[src/rtl/instr_prefetch_queue.sv]
// Instruction prefetch queue: issues word fetches to a variable-latency
// instruction memory, buffers in-order {pc, instruction} responses and hands
// them to decode over valid/ready. A redirect flushes the queue and restarts
// fetch; responses to requests issued before the redirect are discarded.
module instr_prefetch_queue #(
  parameter int          DEPTH    = 4,
  parameter int          MAX_OUT  = 2,
  parameter logic [63:0] RESET_PC = 64'h0
) (
  input  logic        clk,
  input  logic        reset,
  output logic        mem_req,
  output logic [63:0] mem_addr,
  input  logic        mem_ready,
  input  logic        mem_rvalid,
  input  logic [31:0] mem_rdata,
  input  logic        redirect,
  input  logic [63:0] redirect_pc,
  output logic        ins_valid,
  input  logic        ins_ready,
  output logic [63:0] ins_pc,
  output logic [31:0] instruction
);

  localparam int AW = (DEPTH > 1) ? $clog2(DEPTH) : 1;
  localparam int CW = AW + 1;
  localparam int OW = $clog2(MAX_OUT + 1);

  typedef enum logic [1:0] {BOOT, FETCH, DRAIN} state_e;

  state_e          state_q, state_d;
  logic [63:0]     fetch_pc_q, fetch_pc_d;
  logic [63:0]     push_pc_q, push_pc_d;
  logic [OW-1:0]   outstanding_q, outstanding_d;
  logic [OW-1:0]   drop_cnt_q, drop_cnt_d;
  logic [AW-1:0]   rd_ptr_q, rd_ptr_d;
  logic [AW-1:0]   wr_ptr_q, wr_ptr_d;
  logic [CW-1:0]   count_q, count_d;
  logic [63:0]     pc_mem_q  [DEPTH];
  logic [31:0]     ins_mem_q [DEPTH];

  logic [63:0]     redirect_tgt;
  logic            rvalid_ok;
  logic            resp_drop;
  logic            push;
  logic            pop;
  logic            issue;
  logic [OW-1:0]   inflight_after;

  // Restart address is word aligned; the low two bits are simply masked off.
  assign redirect_tgt   = redirect_pc & ~64'h3;
  // A response with nothing outstanding is spurious and ignored entirely.
  assign rvalid_ok      = mem_rvalid & (outstanding_q != '0);
  assign resp_drop      = rvalid_ok & (redirect | (drop_cnt_q != '0));
  assign push           = rvalid_ok & ~resp_drop;
  assign ins_valid      = (count_q != '0);
  assign pop            = ins_valid & ins_ready;
  // Credit check reserves a queue slot for every in-flight request, so a
  // response can always be accepted and never needs backpressure.
  assign mem_req        = (state_q == FETCH) & ~redirect
                        & (int'(outstanding_q) < MAX_OUT)
                        & ((int'(count_q) + int'(outstanding_q)) < DEPTH);
  assign issue          = mem_req & mem_ready;
  assign mem_addr       = fetch_pc_q;
  assign ins_pc         = ins_valid ? pc_mem_q[rd_ptr_q]  : '0;
  assign instruction    = ins_valid ? ins_mem_q[rd_ptr_q] : '0;
  // Requests still owed by memory after this cycle (no issue under redirect).
  assign inflight_after = outstanding_q - OW'(rvalid_ok);

  // Next-state logic for fetch/push pointers, credits, queue and FSM.
  // NOTE: every always_comb output gets a default first so no path can leave
  // it unassigned and infer a latch.
  always_comb begin
    state_d       = state_q;
    fetch_pc_d    = fetch_pc_q;
    push_pc_d     = push_pc_q;
    outstanding_d = outstanding_q + OW'(issue) - OW'(rvalid_ok);
    drop_cnt_d    = drop_cnt_q;
    rd_ptr_d      = rd_ptr_q;
    wr_ptr_d      = wr_ptr_q;
    count_d       = count_q + CW'(push) - CW'(pop);

    if (issue) fetch_pc_d = fetch_pc_q + 64'd4;
    if (resp_drop && (drop_cnt_q != '0)) drop_cnt_d = drop_cnt_q - OW'(1);
    if (push) begin
      wr_ptr_d  = wr_ptr_q + AW'(1);
      push_pc_d = push_pc_q + 64'd4;
    end
    if (pop) rd_ptr_d = rd_ptr_q + AW'(1);

    // Redirect wins: the pop above has already been presented to decode,
    // then everything queued is thrown away and fetch restarts.
    if (redirect) begin
      fetch_pc_d = redirect_tgt;
      push_pc_d  = redirect_tgt;
      drop_cnt_d = inflight_after;
      rd_ptr_d   = '0;
      wr_ptr_d   = '0;
      count_d    = '0;
    end

    unique case (state_q)
      BOOT:    state_d = FETCH;
      FETCH:   if (redirect && (inflight_after != '0)) state_d = DRAIN;
      DRAIN:   if (drop_cnt_d == '0) state_d = FETCH;
      default: state_d = BOOT;
    endcase
  end

  // State and control registers with asynchronous active-low reset.
  // NOTE: sequential state uses non-blocking assignments so every flop
  // samples the pre-edge values regardless of statement order.
  always_ff @(posedge clk or negedge reset) begin
    if (!reset) begin
      state_q       <= BOOT;
      fetch_pc_q    <= RESET_PC;
      push_pc_q     <= RESET_PC;
      outstanding_q <= '0;
      drop_cnt_q    <= '0;
      rd_ptr_q      <= '0;
      wr_ptr_q      <= '0;
      count_q       <= '0;
    end else begin
      state_q       <= state_d;
      fetch_pc_q    <= fetch_pc_d;
      push_pc_q     <= push_pc_d;
      outstanding_q <= outstanding_d;
      drop_cnt_q    <= drop_cnt_d;
      rd_ptr_q      <= rd_ptr_d;
      wr_ptr_q      <= wr_ptr_d;
      count_q       <= count_d;
    end
  end

  // Queue storage, written at the tail on every accepted response.
  // NOTE: storage is deliberately not reset; head outputs are forced to zero
  // while the queue is empty, so stale contents are never visible.
  always_ff @(posedge clk) begin
    if (push) begin
      pc_mem_q[wr_ptr_q]  <= push_pc_q;
      ins_mem_q[wr_ptr_q] <= mem_rdata;
    end
  end

endmodule
[config.mk]
export PLATFORM = sky130hd
export DESIGN_NAME = instr_prefetch_queue
export DESIGN_NICKNAME = d
export VERILOG_FILES = /design/src/rtl/instr_prefetch_queue.sv
export SDC_FILE = /design/constraint.sdc
export NUM_CORES = 1
export LEC_CHECK = 0
export ABC_AREA = 1
export CORE_MARGIN = 2
export CORE_UTILIZATION = 30
export DETAILED_ROUTE_END_ITERATION = 16
export PLACE_DENSITY = 0.45
export RECOVER_POWER = 100
export SLEW_MARGIN = 5
export SYNTH_ARGS = -nofsm -noshare
export SYNTH_HDL_FRONTEND = slang
export SYNTH_SLANG_ARGS = --single-unit
[constraint.sdc]
create_clock -name clk -period 7.38 [get_ports clk]
set_input_delay 1.845 -clock clk [delete_from_list [all_inputs] [get_ports clk]]
set_output_delay 1.845 -clock clk [all_outputs]
set_load 0.02 [all_outputs]
# After elaboration in Yosys (flattened, before gate mapping)
# Memories as Yosys holds them, arrays and structs flattened.
# Cells that the tools add are included.
classes:
  add_sub_neg: 11
  n_eq_ne: 4
  mux: 18
  bitwise_logic: 11
  order_cmp: 2
  reduce_logical: 12
op_table:
  columns: ["operator", "count"]
  rows:
  - ["2-to-1 mux 64 bit", 5]
  - ["adder 64 x 3 -> 64 bit, second input constant", 2]
  - ["2-to-1 mux 32 bit", 1]
  - ["2-to-1 mux 2 bit", 8]
  - ["nonzero test 2 bit", 6]
  - ["AND 1 bit", 8]
  - ["one-hot mux 2 bit (3 select lines)", 1]
  - ["adder 2 x 1 -> 2 bit, second input constant", 2]
  - ["adder 3 x 2 -> 4 bit", 1]
  - ["zero test 2 bit", 2]
  - ["< comparator 4 x 3 -> 1 bit, second input constant", 1]
  - ["subtractor 2 x 1 -> 2 bit", 2]
  - ["adder 3 x 1 -> 3 bit", 1]
  - ["2-to-1 mux 3 bit", 1]
  - ["nonzero test 3 bit", 1]
  - ["subtractor 3 x 1 -> 3 bit", 1]
  - ["adder 2 x 1 -> 2 bit", 1]
  - ["equality test 2 x 1 -> 1 bit, second input constant", 1]
  - ["equality test 2 bit, second input constant", 1]
  - ["logical AND 1 bit", 2]
  - ["< comparator 2 bit, second input constant", 1]
  - ["2-to-1 mux 1 bit", 2]
  - ["inequality test 2 x 1 -> 1 bit, second input constant", 1]
  - ["inequality test 2 bit, second input constant", 1]
  - ["other kinds (4)", 5]
totals:
  mem_count: 2
  in_bits: 102
  output_inout_bits: 162
  register_bits: 141
  ramBits: 384
  wordCells: 68
mem_list:
  columns: ["memory", "depth", "width", "read_ports", "rd_ports_with_merged_regs", "wr", "line", "rtl"]
  rows:
  - ["pc_mem_q", 4, 64, 1, 0, 1, "39", "logic [63:0] pc_mem_q [DEPTH];"]
  - ["ins_mem_q", 4, 32, 1, 0, 1, "40", "logic [31:0] ins_mem_q [DEPTH];"]

# Longest topological paths before layout
# Gate-level depths: netlist of run 1.
logic_depth:
  ltp_word: 9
  mapped_depth: 13
  ltp_nobuf: 13

# Worst setup path after synthesis of run 1
# OpenSTA, ideal clock, no wires.
synth_path:
  kind: "input to register"
  startpoint: "input redirect"
  endpoint: "memory ins_mem_q[0][0], enable pin"
  required_ns: 6.833
  setup_ns: 0.547
  setup_slack_ns: 0.503
  stages: 5
  path_buffers: 2
  arrival_ns: 6.330
  path_cell_list: "inv_1 > buf_2 > nand2_1 > buf_2 > nor2_1"
synth_between:
  elab_chain_cells: 6
synth_lines:
  columns: ["element", "line", "rtl"]
  rows:
  - ["start, declared", "17", "input logic redirect,"]
  - ["bitwise OR 1 bit", "54", "assign resp_drop = rvalid_ok & (redirect | (drop_cnt_q != '0));"]
  - ["AND 1 bit", "54", null]
  - ["inverter 1 bit", "55", "assign push = rvalid_ok & ~resp_drop;"]
  - ["AND 1 bit", "55", null]
  - ["2-to-1 mux 1 bit", "139", "if (push) begin"]
  - ["2-to-1 mux 1 bit (not written as such)", "141", "ins_mem_q[wr_ptr_q] <= mem_rdata;"]
  - ["end, declared", "40", null]
# No other way between the ends.

# Worst setup path in the final report of run 1
layout_path:
  startpoint: "register count_q[1]"
  endpoint: "output ins_pc[26]"
layout_between:
  elab_chain_cells: 2
layout_lines:
  columns: ["element", "line", "rtl"]
  rows:
  - ["start, declared", "38", "logic [CW-1:0] count_q, count_d;"]
  - ["start signal, assigned", "131", "count_q <= count_d;"]
  - ["nonzero test 3 bit", "56", "assign ins_valid = (count_q != '0);"]
  - ["2-to-1 mux 64 bit", "65", "assign ins_pc = ins_valid ? pc_mem_q[rd_ptr_q] : '0;"]
  - ["end, declared", "21", "output logic [63:0] ins_pc,"]
# No other way between the ends.

==> flow_summary.toml, run 1 <==
[yosys]
ys_ff_latch = 513
synth_area_leader_cell = "edfxtp_1"
avgSynthCellArea_um2 = 9.14
yosysTopAreaCellShare_pct = 45.8
synth_commonest_cells = "602 x nor2_1, 538 x nand2_1, 376 x edfxtp_1, 246 x o21ai_0, 168 x inv_1"
ys_warn_count = 0
synth.area.top_cells = "edfxtp_1 46%, dfrtp_1 14%, nor2_1 9.2%, nand2_1 8.2%, o21ai_0 5.0%"
synthCells = 2694
synth.cell_area_mm2 = 0.0246
synth_flop_cell = "edfxtp_1"
yosysMostFrequentCell = "nor2_1"
synth.distinct_cells = 47
synth_edf_count = 376
synth-seq-area-share_pct = 59.8
async_flop_share_pct = 26.7

[timing]
clock_skew_ns = 0.0241
finalHoldViolCount = 0
layout_setup_ws_ns = 0.997
period_needed_ns = 6.38
clock.fmax_mhz = 157
rsz0062_at_grt = "false"
finalSetupViolations = 0
maxSlewViolCount = 632
slew-limit-headroom_pct = -97.4
finalSetupTns_ns = 0
worst_slew_pin_slew_ns = 2.96
fin_crit_sh_pct = 86.5

[setup_path]
arrival_ns = 4.54
cp_cell_sequence = "nor2_1 > inv_1 > nor2_2 > clkbuf_1 > a21oi_1 > dlygate4sd3_1"
regToRegSetupSlack_ns = 2.72
r2r_cells = 7
critical_path_depth = 6
cp_top_family = "buffers and inverters"
crit_start = "count_q[1]"
endpoint = "ins_pc[26]"
cp.required_ns = 5.54
max_stage_delay_ns = 1.29
setup.worst_path.start_class = "flop"
crit_path_end_kind = "output port"
r2r_start = "drop_cnt_q[0]"
r2r-end = "pc_mem_q[1][38]"
critical_path_class = "flop to output port"
cp_num_buf_inv = 3
slowest_stage = "nor2_2"
path_max_fanout = 28

[drt]
vias_per_cell = 4.89
totalWireLength_mm = 83.9
post_drt_wl_per_cell_um = 20.7
vias = 19800
drt-initial-drc-count = 1422
drt_first_pass_iters = 6
post-route-drc-count = 0
antenna_left = 0

[global_route]
antenna_found_initial = 0
grt_pass1_vias = 19500
track_usage_pct = 19.5
grt_max_degree = 138
grt_pass1_wl_mm = 125
gr-total-overflow = 0

[clock_tree]
cts_root_buf = "clkbuf_16"
post_cts_resized = 0
ctsHoldBuffers = 0
cts_tree = "built"
postCtsSetupRepairBufs = 0
clk_pin_slew_ns = 0.06
clkLatencyLatePin_ns = 0.63
cts-buffers-inserted = 59
clock_sinks = 513
clk_path_buf_depth = 3
htree_num_levels = 2

[floorplan]
num_io_pins = 264
fp.dieH_um = 291
initial_core_util_pct = 30.1
core_area_mm2 = 0.0817
die_area_mm2 = 0.0844
die_x_um = 291
rows = 105

[pwr]
powerDensity_mw_per_mm2 = 315
ir_drop_mv = 0.188
cellLeakagePower_nw = 11.2

[status]
violations = "max-capacitance violations, max-slew violations"
status = "finished with violations"

[finish]
filler_cell_count = 8263
final_cells = 4047
layout-area-overhead-vs-synth_pct = 22.4
layout-drive-gt1-share_pct = 5.88
n_antenna_cell = 0
fin_nets = 3045

[placed_design]
port_buffers = 257
dpl.cell_count = 3938
gp_congestion = 0.892
dpl.hpwl_mm = 57.0
dp_slack_ns = 1.94

[min_path]
hold_class = "flop to flop"

[run]
max_cap_violations = 15
## layer usage
metal | track usage, % | share of wire [%] | vias up
li1 | - | - | 9478
met1 | 26.1 | 44 | 9642
met2 | 32.7 | 48 | 563
met3 | 2.93 | 5.1 | 120
met4 | 5.78 | 2.9 | 0
met5 | 0 | 0 | -
## power by group
part | internal (W) | leakage, nW | total, W | switching (W)
clock | 0.00169 | 0.932 | 0.00290 | 0.00121
sequential | 0.00342 | 5.05 | 0.00384 | 0.000422
combinational | 0.000954 | 5.21 | 0.00274 | 0.00179
## state kept, by name, summed over array words and instances (netlist names)
| name | flops |
|---|---|
| pc_mem_q | 248 |
| ins_mem_q | 128 |
| mem_addr | 62 |
| push_pc_q | 62 |
| count_q | 3 |
| drop_cnt_q | 2 |
| outstanding_q | 2 |
| rd_ptr_q | 2 |
| state_q | 2 |
| wr_ptr_q | 2 |
## area by class of cell
class / instances / area [um^2] / area share (%)
clock buffers: 72 / 1540 / 5.09
multi-input cells: 1895 / 8770 / 29.1
inverters: 176 / 662 / 2.20
flip-flops and latches: 513 / 14700 / 48.8
clock inverters: 37 / 384 / 1.27
repair buffers: 284 / 2730 / 9.06
well taps: 1070 / 1340 / 4.44
## placed cells by master, fill, tap and decap left out, drive strengths merged, types with 3 or more instances in the layout
cell | Yosys | final
nor2 | 640 | 640
nand2 | 552 | 552
edfxtp | 376 | 376
o21ai | 256 | 256
dlygate4sd3 | 0 | 181
inv | 175 | 175
dfrtp | 137 | 137
nand3 | 129 | 129
a21oi | 129 | 129
clkbuf | 46 | 87
clkdlybuf4s50 | 0 | 74
xor2 | 40 | 40
nand4 | 36 | 36
o211ai | 33 | 33
clkinv | 1 | 30
nor3 | 21 | 21
xnor2 | 15 | 15
buf | 67 | 14
ha | 13 | 13
bufinv | 0 | 6
o21bai | 6 | 6
o221ai | 4 | 4
conb | 1 | 4
or2 | 3 | 3
and2 | 3 | 3
## worst min-delay path by stage
stage	start	end	slack, ns	cells after the start
2_1_floorplan	state_q[0]	state_q[1]	0.44	1
3_3_place_gp	state_q[0]	state_q[1]	0.45	1
3_5_place_dp	state_q[0]	state_q[1]	0.46	1
4_1_cts	state_q[0]	state_q[1]	0.47	1
5_1_grt	state_q[0]	state_q[1]	0.49	1
6_report	state_q[0]	state_q[1]	0.46	1
## kinds of logic after synthesis
logic type      share of synthesized area, %
compound gates                          9.37
xor+xnor                                1.96
fa+ha+maj                              0.742
buf+inv                                 4.76
flops                                   59.8
other cells                           0.0152
simple gates                            23.4
## through the flow
step | cell area, um^2 | util [%] | total power [W] | hold WS [ns]
2_1_floorplan | 24600 | - | 0.00536 | 0.437
3_3_place_gp | 28300 | 34.7 | 0.00679 | 0.452
3_5_place_dp | 28300 | 34.7 | 0.00682 | 0.459
4_1_cts | 30200 | 37.0 | 0.00976 | 0.467
5_1_grt | 30100 | 36.9 | 0.0100 | 0.487
6_report | 30100 | 36.9 | 0.00948 | 0.456
Power figures use the tool's default switching activity.
==> inputs of run 2 (changes only) <==
ABC_AREA = unset   (was 1)
CAP_MARGIN = 0   (was unset)
TNS_END_PERCENT = 10   (was unset)
==> flow_summary.toml, run 2 <==
[drt]
route.met3.wl_mm = 3.71
totalWireLength_mm = 65.3
antenna_left = 0
post_drt_wl_per_cell_um = 23.6
topRoutingLayerUsed = "met5"
post-route-drc-count = 0
vias = 13800
drt_first_pass_iters = 5
drt-initial-drc-count = 871
wl_met1_mm = 29.4
vias_per_cell = 4.99
wl_met2_mm = 30.8

[clock_tree]
cts-buffers-inserted = 58
clk_pin_slew_ns = 0.06
cts_tree = "built"
ctsHoldBuffers = 0
clock_sinks = 513
clk_path_buf_depth = 3
clkLatencyLatePin_ns = 0.62
post_cts_resized = 0
postCtsSetupRepairBufs = 0
cts_root_buf = "clkbuf_16"
htree_num_levels = 2

[global_route]
grt_max_degree = 83
grt_pass1_vias = 14200
grt_pass1_wl_mm = 95.2
antenna_found_initial = 3
gr-total-overflow = 0
track_usage_pct = 17.1

[placed_design]
dpl.hpwl_mm = 42.3
port_buffers = 257
gp_congestion = 0.802

[yosys]
ys_ff_latch = 513
synth_edf_count = 376
synth.area.top_cells = "edfxtp_1 51%, dfrtp_1 16%, mux4_2 9.6%, and2_1 3.1%, nand2_1 2.0%"
synthMuxAreaShare_pct = 10.8
synth_fa_ha_area_share_pct = 0.826
synth_top_family_by_area = "simple AND/OR/NAND/NOR gates"
synth.distinct_cells = 64
yosysMostFrequentCell = "edfxtp_1"
yosysTopAreaCellShare_pct = 51.1
yosys.area_share.simple_pct = 11.4
synth.cell_area_mm2 = 0.0221
synth_area_leader_cell = "edfxtp_1"
synth_flop_cell = "edfxtp_1"
synthCells = 1484
avgSynthCellArea_um2 = 14.9
ys_warn_count = 0
synth_commonest_cells = "376 x edfxtp_1, 137 x dfrtp_1, 116 x nand2_1, 109 x and2_1, 94 x mux4_2"
synth-seq-area-share_pct = 66.6
synthXorXnorAreaFrac_pct = 3.09
synth_compound_area_share_pct = 5.45
async_flop_share_pct = 26.7

[timing]
period_needed_ns = 6.09
clock_skew_ns = 0.0163
finalHoldViolCount = 0
slew-limit-headroom_pct = -122
rsz0062_at_grt = "false"
finalSetupViolations = 0
worst_slew_pin_slew_ns = 3.33
fin_crit_sh_pct = 82.5
maxSlewViolCount = 256
clock.fmax_mhz = 164
finalSetupTns_ns = 0

[floorplan]
fp.dieH_um = 276
die_area_mm2 = 0.0759
die_x_um = 276
num_io_pins = 264
initial_core_util_pct = 30.3
core_area_mm2 = 0.0730
rows = 99

[setup_path]
crit_path_end_kind = "output port"
arrival_ns = 4.24
critical_path_class = "flop to output port"
cp.required_ns = 5.54
cp_top_family = "buffers and inverters"
path_max_fanout = 36
slowest_stage = "dfrtp_2"
setup.worst_path.start_class = "flop"
max_stage_delay_ns = 1.33
cp_num_buf_inv = 2
cp_cell_sequence = "clkbuf_2 > mux4_2 > and2_1 > clkdlybuf4s50_1"

[status]
violations = "max-capacitance violations, max-slew violations"
status = "finished with violations"

[pwr]
ir_drop_mv = 0.190
p_total_w = 0.00912
cellLeakagePower_nw = 9.39
powerDensity_mw_per_mm2 = 330

[finish]
final_cell_mix = "376 x edfxtp_1, 150 x dlygate4sd3_1, 135 x dfrtp_1, 116 x nand2_1, 105 x clkdlybuf4s50_1"
largest_reg_flops = 248
layout-drive-gt1-share_pct = 12.9
final_common_cell = "edfxtp_1"
n_antenna_cell = 0
top_register = "pc_mem_q"
fin_nets = 1870
layout-area-overhead-vs-synth_pct = 25.0
top_regs = "pc_mem_q (248), ins_mem_q (128)"

[min_path]
hold_class = "flop to flop"

[run]
max_cap_violations = 7
[run 2: cell families (layout without fill, tap and decap cells)]
kind of cell	after synthesis	after routing
AOI/OAI and AO/OA	184	184
xor gates and xnor gates	78	78
adders and majority gates	14	14
buffers and inverters	105	421
DFF	513	513
muxes	118	118
other	1	4
and+or+nand+nor	471	471
[run 2: routing by layer]
| metal | track usage, % | vias to the layer above |
|---|---|---|
| met5 | 0 | - |
| met4 | 4.59 | 2 |
| met3 | 3.38 | 73 |
| met2 | 27.1 | 354 |
| met1 | 23.9 | 7088 |
| li1 | - | 6276 |
[run 2: path summary, 6_finish.rpt]
kind,from,endpoint,slack [ns],cells past startpoint
setup / recovery,rd_ptr_q[0],ins_pc[45],1.29,4
hold / removal,state_q[1],state_q[0],0.50,1
setup reg to reg,outstanding_q[1],mem_addr[16],2.94,9
hold reg to reg,state_q[1],state_q[0],0.50,1
max in group asynchronous,reset,push_pc_q[44],2.34,2
min in group asynchronous,reset,push_pc_q[40],1.26,1
[run 2: power breakdown]
group	switching, W	internal (W)	leakage [nW]
Clock	0.00119	0.00173	0.953
Combinational	0.00140	0.00120	3.39
Sequential	0.000289	0.00331	5.04
[run 2: area by class of cell]
class                   count  area, um^2
fillers                  6900       45300
clock buffers              77        1650
repair buffers            283        2720
multi-input cells         869        6960
well taps                 959        1200
flip-flops and latches    513       14700
inverters                  29         109
clock inverters            32         287
[run 2: stage by stage]
step | instance area, um^2 | hold WS [ns] | cells | setup WS, ns | utilization, %
2_1_floorplan | 22100 | 0.445 | 1487 | 2.30 | -
3_3_place_gp | 25800 | 0.467 | 2653 | 2.10 | 35.4
3_5_place_dp | 25800 | 0.485 | 2653 | 2.11 | 35.4
4_1_cts | 27700 | 0.493 | 2762 | 1.85 | 38.0
5_1_grt | 27600 | 0.528 | 2762 | 0.886 | 37.9
6_report | 27600 | 0.503 | 2762 | 1.29 | 37.9
